--- config.mk ---
export PLATFORM = sky130hd
export DESIGN_NAME = vpu_seq_ctrl
export DESIGN_NICKNAME = d
export VERILOG_FILES = /design/src/rtl/vpu_seq_ctrl.sv
export SDC_FILE = /design/constraint.sdc
export NUM_CORES = 1
export LEC_CHECK = 0
export CAP_MARGIN = 30
export CORE_ASPECT_RATIO = 0.7
export CORE_UTILIZATION = 40
export DETAILED_ROUTE_END_ITERATION = 8
export GPL_TIMING_DRIVEN = 0
export MAX_ROUTING_LAYER = met4
export PLACE_DENSITY = 0.65
export SETUP_SLACK_MARGIN = 0.02
export SYNTH_ARGS = -nofsm -noshare
export SYNTH_HDL_FRONTEND = slang
export SYNTH_SLANG_ARGS = --single-unit
--- constraint.sdc ---
create_clock -name clk -period 2.4 [get_ports clk]
set_input_delay 0.24 -clock clk [delete_from_list [all_inputs] [get_ports clk]]
set_output_delay 0.24 -clock clk [all_outputs]
set_load 0.02 [all_outputs]
--- src/rtl/vpu_seq_ctrl.sv ---
// Phase sequencer for an LDPC decoder VPU: channel load (INIT), then alternating
// check-node (CPU) and variable-node (VPU) passes until syndrome OK or iteration limit.
module vpu_seq_ctrl #(
  parameter int BLK_LEN = 256,
  parameter int ITER_W  = 5
) (
  input  logic              clk,
  input  logic              rst,
  input  logic              en,
  input  logic              start,
  input  logic              abort,
  input  logic [ITER_W-1:0] max_iter,
  input  logic              cpu_done,
  input  logic              syn_ok,
  output logic              initial_on,
  output logic              vpu_on,
  output logic              cpu_on,
  output logic              busy,
  output logic              done,
  output logic              dec_success,
  output logic [ITER_W-1:0] iter_cnt
);

  localparam int BEAT_W = (BLK_LEN > 1) ? $clog2(BLK_LEN) : 1;
  localparam logic [BEAT_W-1:0] LAST_BEAT = BEAT_W'(BLK_LEN - 1);

  typedef enum logic [2:0] {
    S_IDLE,
    S_INIT,
    S_CPU,
    S_VPU,
    S_FINISH
  } state_e;

  state_e              state_q, state_d;
  logic [BEAT_W-1:0]   beat_q, beat_d;
  logic [ITER_W-1:0]   iter_q, iter_d;
  logic [ITER_W-1:0]   max_q, max_d;
  logic                succ_q, succ_d;
  logic                initial_on_q, vpu_on_q, cpu_on_q, busy_q, done_q;

  logic last_beat;
  assign last_beat = (beat_q == LAST_BEAT);

  // NOTE: every variable gets a default before the case so no path leaves it
  // unassigned; otherwise synthesis infers a latch to hold the old value.
  always_comb begin
    state_d = state_q;
    beat_d  = beat_q;
    iter_d  = iter_q;
    max_d   = max_q;
    succ_d  = succ_q;

    // Abort bypasses the enable so a frozen pipeline can still be torn down.
    if (abort) begin
      state_d = S_IDLE;
      beat_d  = '0;
    end else if (en) begin
      case (state_q)
        S_IDLE: begin
          if (start) begin
            state_d = S_INIT;
            beat_d  = '0;
            iter_d  = '0;
            succ_d  = 1'b0;
            max_d   = (max_iter == '0) ? ITER_W'(1) : max_iter;
          end
        end
        S_INIT: begin
          if (last_beat) begin
            state_d = S_CPU;
            beat_d  = '0;
          end else begin
            beat_d = beat_q + BEAT_W'(1);
          end
        end
        S_CPU: begin
          // Spending at least one cycle here drops the address-generator
          // enables so it reloads its row start addresses.
          if (cpu_done) begin
            beat_d = '0;
            if (syn_ok || (iter_q == max_q)) begin
              state_d = S_FINISH;
              succ_d  = syn_ok;
            end else begin
              state_d = S_VPU;
            end
          end
        end
        S_VPU: begin
          if (last_beat) begin
            state_d = S_CPU;
            beat_d  = '0;
            iter_d  = iter_q + ITER_W'(1);
          end else begin
            beat_d = beat_q + BEAT_W'(1);
          end
        end
        S_FINISH: begin
          state_d = S_IDLE;
        end
        default: begin
          state_d = S_IDLE;
          beat_d  = '0;
        end
      endcase
    end
  end

  // NOTE: sequential state uses non-blocking assignments so every register
  // samples the pre-edge values regardless of statement order.
  always_ff @(posedge clk) begin
    if (rst) begin
      state_q      <= S_IDLE;
      beat_q       <= '0;
      iter_q       <= '0;
      max_q        <= '0;
      succ_q       <= 1'b0;
      initial_on_q <= 1'b0;
      vpu_on_q     <= 1'b0;
      cpu_on_q     <= 1'b0;
      busy_q       <= 1'b0;
      done_q       <= 1'b0;
    end else begin
      state_q      <= state_d;
      beat_q       <= beat_d;
      iter_q       <= iter_d;
      max_q        <= max_d;
      succ_q       <= succ_d;
      // Outputs are decoded from the next state so they line up with state_q.
      initial_on_q <= (state_d == S_INIT);
      vpu_on_q     <= (state_d == S_VPU);
      cpu_on_q     <= (state_d == S_CPU);
      busy_q       <= (state_d != S_IDLE);
      done_q       <= (state_d == S_FINISH);
    end
  end

  assign initial_on  = initial_on_q;
  assign vpu_on      = vpu_on_q;
  assign cpu_on      = cpu_on_q;
  assign busy        = busy_q;
  assign done        = done_q;
  assign dec_success = succ_q;
  assign iter_cnt    = iter_q;

endmodule

==> summary.md, run 1 <==
| Metric | Value |
|---|---|
| Status | `finished, final reports clean` |
| Grt met2 use | `0.271` |
| H-tree depth | `1` |
| Gate power share | `0.109` |
| Net Sw Frac | `0.242` |
| Clock power share | `0.321` |
| DRC | `0` |
| CTS Sinks | `27` |
| Cell Pwr Density | `487 nW/um^2` |
| P_leak | `0.603 nW` |
| I/O pin count | `23` |
| Max FO, Critical Path | `5` |
| Share of cells above drive strength 1 | `0.0757` |
| Vias | `1220` |
| Total power draw | `805 uW` |
| WP data required | `2.57 ns` |
| Global Route Usage Sum | `0.180` |
| Initial core utilization | `0.423` |
| Grt peak-use layer | `met2` |
| GR Overflow Total | `0` |
| Final Critical Period | `1.94 ns` |
| CP arrival | `2.12 ns` |
| Peak Freq | `515 MHz` |
| Number of library cell types mapped by synthesis | `43` |
| Max-cap violations | `0` |
| Seq/Total Area, Yosys | `0.401` |
| DIE AREA | `3610 um^2` |
| Worst setup SP type | `flop` |
| Slowest CP cell | `or4_4` |
| Finished Cell Area | `1650 um^2` |
| EDFF count, synth | `0` |
| Post-Route WL | `2990 um` |
| DP Area | `1610 um^2` |
| Met3 usage | `0.0502` |
| Period utilization | `0.810` |
| GR Util met1 | `0.247` |
| Syn Inst Count | `160` |
| Hold Buf Count CTS | `0` |
| R2R Path Start | `beat_q[0]` |
| Peak supply drop | `0.000240 V` |
| Post-DP HPWL | `2280 um` |
| Psw | `195 uW` |
| Die Y | `50.6 um` |
| Number of global-route vias before repair | `1088` |
| RSZ-0062 raised after global routing | `false` |
| Pin count of the biggest net entering global routing | `16` |
| CTS tree | `yes` |
| Least-Margin Pin Slew | `0.553 ns` |
| Synth Flop Type | `dfxtp_1` |
| Hold Path Origin | `start` |
| Syn-to-layout area delta | `22.5%` |
| Crit end category | `flop` |
| Flops & latches, synth | `27` |
| WL/cell | `13.4 um` |
| Cell Area, Synth | `1350 um^2` |
| Final setup viols | `0` |
| Relative slew slack | `0.627` |
| Total CTS buffers | `3` |
| Placer Congestion | `0.815` |
| First-pass GRT wire length | `4990 um` |
| Mean Syn Cell Area | `8.43 um^2` |
| Number of vias per cell | `5.47` |
| Final hold vios | `0` |
| Critical path cell sequence | `ha_1 > nand3_1 > or4_4 > a211oi_1 > xnor2_1 > nor2_1` |
| Cell Int Power | `610 uW` |
| Async SR Flop Fraction | `0` |
| Clock Latency Late Sink | `0.27 ns` |
| Clock root buffer | `clkbuf_8` |
| Worst Setup SP | `beat_q[0]` |
| Final Slew Violations | `0` |
| DR pass1 iterations | `4` |
| Initial antenna violation count | `0` |
| Max clock buf depth | `2` |
| Post-CTS setup buffers | `0` |
| Routed Antenna Nets | `0` |
| Sum of negative setup slack | `0 ns` |
| Synthesis warning total | `0` |
| Fill cells | `315` |
| Sequential power share | `0.570` |
| Die Wd | `71.4 um` |
| Worst Skew | `0.00484 ns` |
| CP peak stage delay | `0.53 ns` |
| Final net count | `200` |
| Mapped Nets | `174` |
| Post_cts resized | `0` |
| Detailed Route Iter0 Violations | `61` |
| IO Port Bufs | `21` |
| HP Class | `input pin to flop` |
| CORE AREA | `3190 um^2` |
| Core Rows | `17` |
| Kind of critical path | `flop to flop` |
| Antenna diode count | `0` |
| Clock transition at path regs | `0.09 ns` |
| Layout Utilization | `0.518` |
-- critical path, delay by kind of cell, from the launching register on --
family	cells	cell delay (ns)
xor gates and xnor gates	1	0.16
adders and majority gates	1	0.21
AOI/OAI and AO/OA	1	0.32
and+or+nand+nor	3	0.71
DFF	1	0.43
-- power by group through the flow --
| stage | Clock [mW] | Sequential (mW) | Combinational [mW] |
|---|---|---|---|
| after floorplan | 0 | 0.470 | 0.0507 |
| after global placement | 0 | 0.469 | 0.0865 |
| after detailed placement | 0 | 0.469 | 0.0873 |
| after CTS | 0.266 | 0.459 | 0.0880 |
| after global routing | 0.280 | 0.460 | 0.0965 |
| final | 0.258 | 0.459 | 0.0880 |
-- cells in the mapped netlist, types with 2 or more instances --
master,n,area share
nand2_1,7,0.019
a211oi_1,4,0.022
dfxtp_1,27,0.40
o21ai_0,4,0.015
or3_1,2,0.0093
nand2b_1,5,0.023
inv_1,4,0.011
inv_2,2,0.0056
mux2i_1,4,0.030
nor3b_1,2,0.011
ha_1,2,0.019
xor2_1,7,0.045
nor3_1,4,0.015
nor2_1,23,0.064
o211ai_1,3,0.017
and3_1,3,0.014
a31oi_1,4,0.019
nand3_1,7,0.026
nand4_1,5,0.023
clkbuf_1,3,0.0083
xnor2_1,5,0.032
a21oi_1,12,0.045
-- state kept, by name, summed over array words and instances, names as in the netlist --
register and count:
busy 1, iter_cnt 5, initial_on 1, done 1, state_q 3, beat_q 8
cpu_on 1, vpu_on 1, dec_success 1, max_q 5
-- cell usage in the layout, fill, tap and decap left out, types with 5 or more instances in the layout --
| master | n |
|---|---|
| dfxtp_1 | 27 |
| nor2_1 | 23 |
| clkdlybuf4s50_1 | 21 |
| a21oi_1 | 12 |
| nand3_1 | 7 |
| xor2_1 | 7 |
| nand2_1 | 7 |
| nand2b_1 | 5 |
| nand4_1 | 5 |
| xnor2_1 | 5 |
-- layout make-up --
class	count	area, um^2	share of cell area
multi-input cells	122	764	0.463
plain buffers	5	21.3	0.0129
inverters	6	22.5	0.0136
repair buffers	21	210	0.127
flip-flops and latches	27	541	0.327
well taps	38	47.5	0.0288
clock inverters	1	5.00	0.00303
clock buffers	3	41.3	0.0250
-- kinds of logic (layout without fill, tap and decap cells) --
logic type                 after synthesis  count (layout)  share of synthesized area
xor gates and xnor gates                12              12                     0.0779
DFF                                     27              27                      0.401
buffers and inverters                   11              36                     0.0325
AOI/OAI and AO/OA                       35              35                      0.170
and+or+nand+nor                         69              69                      0.271
muxes                                    4               4                     0.0297
adders and majority gates                2               2                     0.0185
-- routing by layer --
layer	up-vias	share of wire
met4	0	0.0030
met5	-	0
met3	2	0.038
met1	574	0.54
li1	624	-
met2	20	0.42
-- stage by stage --
stage	hold slack (ns)	std cells	worst slack, ns
final	0.398	223	0.456
after global routing	0.430	223	0.286
after CTS	0.394	223	0.472
after detailed placement	0.477	219	0.200
after global placement	0.473	219	0.207
after floorplan	0.384	160	0.667
-- path summary, 6_finish.rpt --
| kind | endpoint | slack [ns] | cells after the start |
|---|---|---|---|
| max | iter_cnt[4] | 0.46 | 6 |
| min | max_q[0] | 0.40 | 3 |
| max reg2reg | iter_cnt[4] | 0.46 | 6 |
| min reg2reg | beat_q[7] | 0.49 | 2 |
No activity file was read; power rests on OpenSTA's default activity.
==> inputs of run 2 (changes only) <==
Clock period 2.4 ns to 1.8 ns, I/O delays scaled along.
==> summary.md, run 2 (same netlist as run 1, synthesis figures left out) <==
| Metric | Value |
|---|---|
| DP Cell Count | `219 (unchanged)` |
| CTS Sinks | `27 (unchanged)` |
| Antenna diode count | `0 (unchanged)` |
| Relative slew slack | `0.713 (+0.0856)` |
| Die Y | `50.6 um (unchanged)` |
| Crit end category | `flop` |
| R2R Path Start | `beat_q[0]` |
| Pre-CTS worst setup slack | `-0.340 ns (-0.540 ns)` |
| Max clock buf depth | `2 (unchanged)` |
| Period utilization | `0.961 (+0.151)` |
| CORE AREA | `3190 um^2 (unchanged)` |
| H-tree depth | `1 (unchanged)` |
| DRC | `0 (unchanged)` |
| Peak Freq | `578 MHz (+12%)` |
| Kind of critical path | `flop to flop` |
| Die Wd | `71.4 um (unchanged)` |
| Pin count of the biggest net entering global routing | `16 (unchanged)` |
| Most frequent cells in the layout | `23 x dfxtp_1, 22 x nor2_1, 21 x clkdlybuf4s50_1` |
| CTS tree | `yes` |
| PnR worst setup slack | `0.0709 ns (-0.385 ns)` |
| DR pass1 iterations | `4 (unchanged)` |
| Max-cap violations | `0 (unchanged)` |
| Max FO, Critical Path | `4 (-1)` |
| Cell Count, Final, Fillers Out | `226 (+1.3%)` |
| Status | `finished, final reports clean` |
| Vias | `1244 (+2.0%)` |
| Final Critical Period | `1.73 ns (-0.215 ns)` |
| Crit path to | `iter_cnt[2]` |
| Hold Path Origin | `start` |
| HP Class | `input pin to flop` |
| P_leak | `0.629 nW (+4.3%)` |
| Syn-to-layout area delta | `31.4%` |
| Net Sw Frac | `0.248 (+0.00548)` |
| Critical Path Stages | `6 (unchanged)` |
| Detailed Route Iter0 Violations | `92 (+51%)` |
| Slowest CP cell | `or4_4` |
| Psw | `271 uW (+39%)` |
| Family with the most delay on the worst path | `simple AND/OR/NAND/NOR gates` |
| First-pass GRT wire length | `5240 um (+5.1%)` |
| Count of buffer and inverter cells on the critical path | `0 (unchanged)` |
| RSZ-0062 raised after global routing | `true` |
| Sequential power share | `0.559 (-0.011)` |
| Commonest non-fill, non-tap cell in the layout | `dfxtp_1` |
| Gate power share | `0.125 (+0.016)` |
| R2r setup slk | `0.07 ns (-0.39 ns)` |
| Number of vias per cell | `5.50 (+0.61%)` |
| CP arrival | `1.90 ns (-0.22 ns)` |
| Largest register FFs | `8 (unchanged)` |
| Initial core utilization | `0.423 (unchanged)` |
| Critical path cell sequence | `ha_4 > nand3_2 > or4_4 > a211oi_2 > xnor2_1 > nor2_1` |
| Final hold vios | `0 (unchanged)` |
| Worst Skew | `0.00523 ns (+0.000396 ns)` |
| R2R cell count | `6 (unchanged)` |
| Clock power share | `0.316 (-0.005)` |
| Clock transition at path regs | `0.09 ns (about the same)` |
| Final net count | `203 (+1.5%)` |
| Cell Int Power | `822 uW (+35%)` |
| Finished Cell Area | `1770 um^2 (+7.2%)` |
| GR Overflow Total | `0 (unchanged)` |
| Fill cells | `296 (-6.0%)` |
| Cell Pwr Density | `617 nW/um^2 (+27%)` |
| Least-Margin Pin Slew | `0.431 ns (-0.123 ns)` |
| WL/cell | `13.7 um (+2.4%)` |
| Post-DP HPWL | `2280 um (unchanged)` |
| Worst Setup SP | `beat_q[0]` |
| Total CTS buffers | `3 (unchanged)` |
| DIE AREA | `3610 um^2 (unchanged)` |
| Final Slew Violations | `0 (unchanged)` |
| CP peak stage delay | `0.57 ns (+0.04 ns)` |
| Number of global-route vias before repair | `1121 (+3.0%)` |
| DP Area | `1610 um^2 (unchanged)` |
| IO Port Bufs | `21 (unchanged)` |
| Register area | `548 um^2 (+1.4%)` |
| Clock Latency Late Sink | `0.27 ns (about the same)` |
| Global Route Usage Sum | `0.189 (+0.00903)` |
| Placer Congestion | `0.815 (unchanged)` |
| Routed Antenna Nets | `0 (unchanged)` |
| Final setup viols | `0 (unchanged)` |
| Peak supply drop | `0.000318 V (+32%)` |
| Worst setup SP type | `flop` |
| WP data required | `1.97 ns (-0.60 ns)` |
| Share of cells above drive strength 1 | `0.170 (+0.0945)` |
| Reg with most FFs | `beat_q` |
| Initial antenna violation count | `0 (unchanged)` |
| Core Rows | `17 (unchanged)` |
| Clock root buffer | `clkbuf_8` |
| I/O pin count | `23 (unchanged)` |
| FF-to-FF End | `iter_cnt[2]` |
| Multi-input gate area in the final layout | `850 um^2 (+11%)` |
| Post-Route WL | `3100 um (+3.8%)` |
-- run 2: cell count changes in the layout (fill, tap and decap cells not counted), sizes merged --
cell	previous run	this run
buf	1	4
-- run 2: per-layer routing --
layer,up-vias,share of wire,wire length (um),track usage
met5,-,0,0,-
met2,22,0.44,1350,0.281
met3,2,0.043,132,0.0522
li1,629,-,-,-
met1,591,0.52,1600,0.262
met4,0,0.0023,7,0.0267
-- run 2: what timing repair did --
action / in CTS / in global routing
setup endpoints to repair: 19 / 15
hold buffers: 0 / 0
setup buffers: 2 / 1
resized for setup: 14 / 12
pin swaps: 5 / 4
-- run 2: power groups by stage --
stage               Clock [mW]  Sequential, mW  Combinational, mW
global route             0.373           0.613              0.149
detailed placement           0           0.626              0.116
finish                   0.345           0.611              0.137
global placement             0           0.625              0.115
CTS                      0.355           0.610              0.126
floorplan                    0           0.626             0.0676
-- run 2: area by class of cell --
type | instances | share of cell area
clock buffers | 3 | 0.0233
clock inverters | 1 | 0.00282
well taps | 38 | 0.0268
flip-flops and latches | 27 | 0.309
plain buffers | 5 | 0.0141
multi-input cells | 122 | 0.480
inverters | 6 | 0.0127
repair buffers | 24 | 0.131
-- run 2: worst min path at each step --
stage	endpoint	depth (start not counted)
floorplan	max_q[1]	2
global placement	beat_q[7]	2
detailed placement	beat_q[7]	2
CTS	max_q[0]	3
global route	max_q[0]	3
finish	max_q[0]	3
-- run 2: through the flow --
stage          TNS, ns  power [mW]  utilization  hold WS [ns]
3_3_place_gp     -4.02       0.741        0.504         0.473
3_5_place_dp     -4.54       0.742        0.504         0.477
6_report             0        1.09        0.555         0.340
4_1_cts              0        1.09        0.538         0.334
2_1_floorplan        0       0.694            -         0.324
5_1_grt              0        1.13        0.555         0.370
-- run 2: worst reg2reg max path: stages (launching register included) --
cell      delay (ns)
dfxtp_4         0.37
ha_4            0.14
nand3_2         0.10
or4_4           0.57
a211oi_2        0.25
xnor2_1         0.15
nor2_1          0.05
==> inputs of run 3 (changes only) <==
Settings changed: CORE_MARGIN set to 8.
==> summary.md, run 3 (same netlist as run 1, synthesis figures left out) <==
| Metric | Value |
|---|---|
| Cell Count, Final, Fillers Out | `226 (unchanged)` |
| DRC | `0 (unchanged)` |
| Number of vias per cell | `5.56 (+1.0%)` |
| Placer Congestion | `0.865 (+6.2%)` |
| Final Slew Violations | `0 (unchanged)` |
| Routed Antenna Nets | `0 (unchanged)` |
| Peak Freq | `572 MHz (-1.2%)` |
| Post-DP HPWL | `2450 um (+7.4%)` |
| Worst Skew | `0.00264 ns (-0.00259 ns)` |
| Die Wd | `85.4 um (+20%)` |
| CORE AREA | `3190 um^2 (unchanged)` |
| Least-Margin Pin Slew | `0.450 ns (+0.0197 ns)` |
| RSZ-0062 raised after global routing | `true` |
| Largest register FFs | `8 (unchanged)` |
| Clock root buffer | `clkbuf_8` |
| DP Cell Count | `219 (unchanged)` |
| Vias | `1257 (+1.0%)` |
| Number of global-route vias before repair | `1206 (+7.6%)` |
| Final hold vios | `0 (unchanged)` |
| CP peak stage delay | `0.52 ns (-0.05 ns)` |
| GR Overflow Total | `0 (unchanged)` |
| Peak supply drop | `0.000396 V (+25%)` |
| Final setup viols | `0 (unchanged)` |
| CP arrival | `1.96 ns (+0.06 ns)` |
| I/O pin count | `23 (unchanged)` |
| Detailed Route Iter0 Violations | `84 (-8.7%)` |
| Global Route Usage Sum | `0.121 (-0.0687)` |
| Final Critical Period | `1.75 ns (+0.0205 ns)` |
| WL/cell | `14.6 um (+6.5%)` |
| HP Class | `input pin to flop` |
| Post-Route WL | `3300 um (+6.5%)` |
| Core Rows | `17 (unchanged)` |
| DR pass1 iterations | `4 (unchanged)` |
| Cell Int Power | `820 uW (-0.18%)` |
| Family with the most delay on the worst path | `simple AND/OR/NAND/NOR gates` |
| Initial core utilization | `0.423 (unchanged)` |
| Commonest non-fill, non-tap cell in the layout | `dfxtp_1` |
| H-tree depth | `1 (unchanged)` |
| Worst setup SP type | `flop` |
| Count of buffer and inverter cells on the critical path | `0 (unchanged)` |
| Period utilization | `0.972 (+0.0114)` |
| Final net count | `203 (unchanged)` |
| Crit end category | `flop` |
| CTS Sinks | `27 (unchanged)` |
| Share of cells above drive strength 1 | `0.176 (+0.00532)` |
| Gate power share | `0.123 (-0.002)` |
| Initial antenna violation count | `0 (unchanged)` |
| Relative slew slack | `0.700 (-0.0132)` |
| CTS tree | `yes` |
| Psw | `265 uW (-2.2%)` |
| First-pass GRT wire length | `5370 um (+2.4%)` |
| IO Port Bufs | `21 (unchanged)` |
| Cell Pwr Density | `617 nW/um^2 (about the same)` |
| Clock transition at path regs | `0.09 ns (about the same)` |
| Antenna diode count | `0 (unchanged)` |
| Met2 wire len | `1480 um (+9.3%)` |
| Critical path cell sequence | `nand2b_1 > a2bb2oi_2 > o21ai_2 > or4_1 > a21oi_1` |
| Sequential power share | `0.564 (+0.005)` |
| WP data required | `2.01 ns (+0.04 ns)` |
| Met3 routed WL | `195 um (+48%)` |
| Total power draw | `1.08 mW (-0.68%)` |
| Most frequent cells in the layout | `24 x dfxtp_1, 22 x nor2_1, 21 x clkdlybuf4s50_1` |
| Sum of negative setup slack | `0 ns (unchanged)` |
| Hold Buf Count CTS | `0 (unchanged)` |
| P_leak | `0.628 nW (-0.12%)` |
| PnR worst setup slack | `0.0504 ns (-0.0205 ns)` |
| Status | `finished, final reports clean` |
| Kind of critical path | `flop to flop` |
| R2r setup slk | `0.05 ns (-0.02 ns)` |
| Max-cap violations | `0 (unchanged)` |
| Max FO, Critical Path | `7 (+3)` |
| DIE AREA | `5520 um^2 (+53%)` |
| Max clock buf depth | `2 (unchanged)` |
| Total CTS buffers | `3 (unchanged)` |
| Syn-to-layout area delta | `30.4%` |
| Die Y | `64.6 um (+28%)` |
| Pin count of the biggest net entering global routing | `16 (unchanged)` |
| M1 wire length | `1610 um (+0.44%)` |
| Top sig layer | `met4` |
| Reg with most FFs | `beat_q` |
| Slowest CP cell | `or4_1` |
| Pre-CTS worst setup slack | `-0.347 ns (-0.00716 ns)` |
| Net Sw Frac | `0.244 (-0.00380)` |
| Clock Latency Late Sink | `0.27 ns (about the same)` |
| Clock power share | `0.313 (-0.003)` |
run 3: cell types whose count changed in the layout (fill, tap and decap cells not counted), sizes merged:
cell / change
buf: -1
clkbuf: +1
run 3: routing by layer:
layer | GRT usage | vias up
met5 | - | -
met4 | 0.0239 | 0
li1 | - | 629
met3 | 0.0365 | 2
met2 | 0.188 | 34
met1 | 0.150 | 592
run 3: path summary, 6_finish.rpt:
check,startpoint,to,cells past startpoint
hold reg to reg,beat_q[7],beat_q[7],2
setup / recovery,state_q[2],beat_q[7],5
setup reg to reg,state_q[2],beat_q[7],5
hold / removal,start,dec_success,4
run 3: repair_timing:
item	4_1_cts	5_1_grt
pin swaps	4	6
setup buffers	2	1
setup endpoints to repair	20	16
endpoints found under the hold margin	0	0
gates resized for setup	12	10
run 3: worst min-delay path, stage by stage:
cell      delay [ns]
clkbuf_2        0.16
nand2_1         0.07
a21oi_1         0.13
a211oi_1        0.05
run 3: final cells by class:
cell class	count	area, um^2
Buffer	5	25.0
Multi-Input combinational cell	122	841
Fill cell	290	1430
Tap cell	38	47.5
Timing Repair Buffer	24	233
Clock inverter	1	5.00
Clock buffer	3	41.3
Sequential cell	27	544
Inverter	6	22.5
run 3: through the flow:
step           utilization  cell area (um^2)  hold WS, ns
2_1_floorplan            -              1350        0.324
3_3_place_gp         0.504              1610        0.467
3_5_place_dp         0.504              1610        0.484
4_1_cts              0.535              1710        0.365
5_1_grt              0.551              1760        0.389
6_report             0.551              1760        0.367
run 3: power by group through the flow:
stage	Clock, mW	Combinational (mW)	Sequential (mW)
2_1_floorplan	0	0.0676	0.626
5_1_grt	0.377	0.144	0.613
6_report	0.340	0.133	0.612
3_5_place_dp	0	0.116	0.626
3_3_place_gp	0	0.116	0.625
4_1_cts	0.352	0.126	0.612
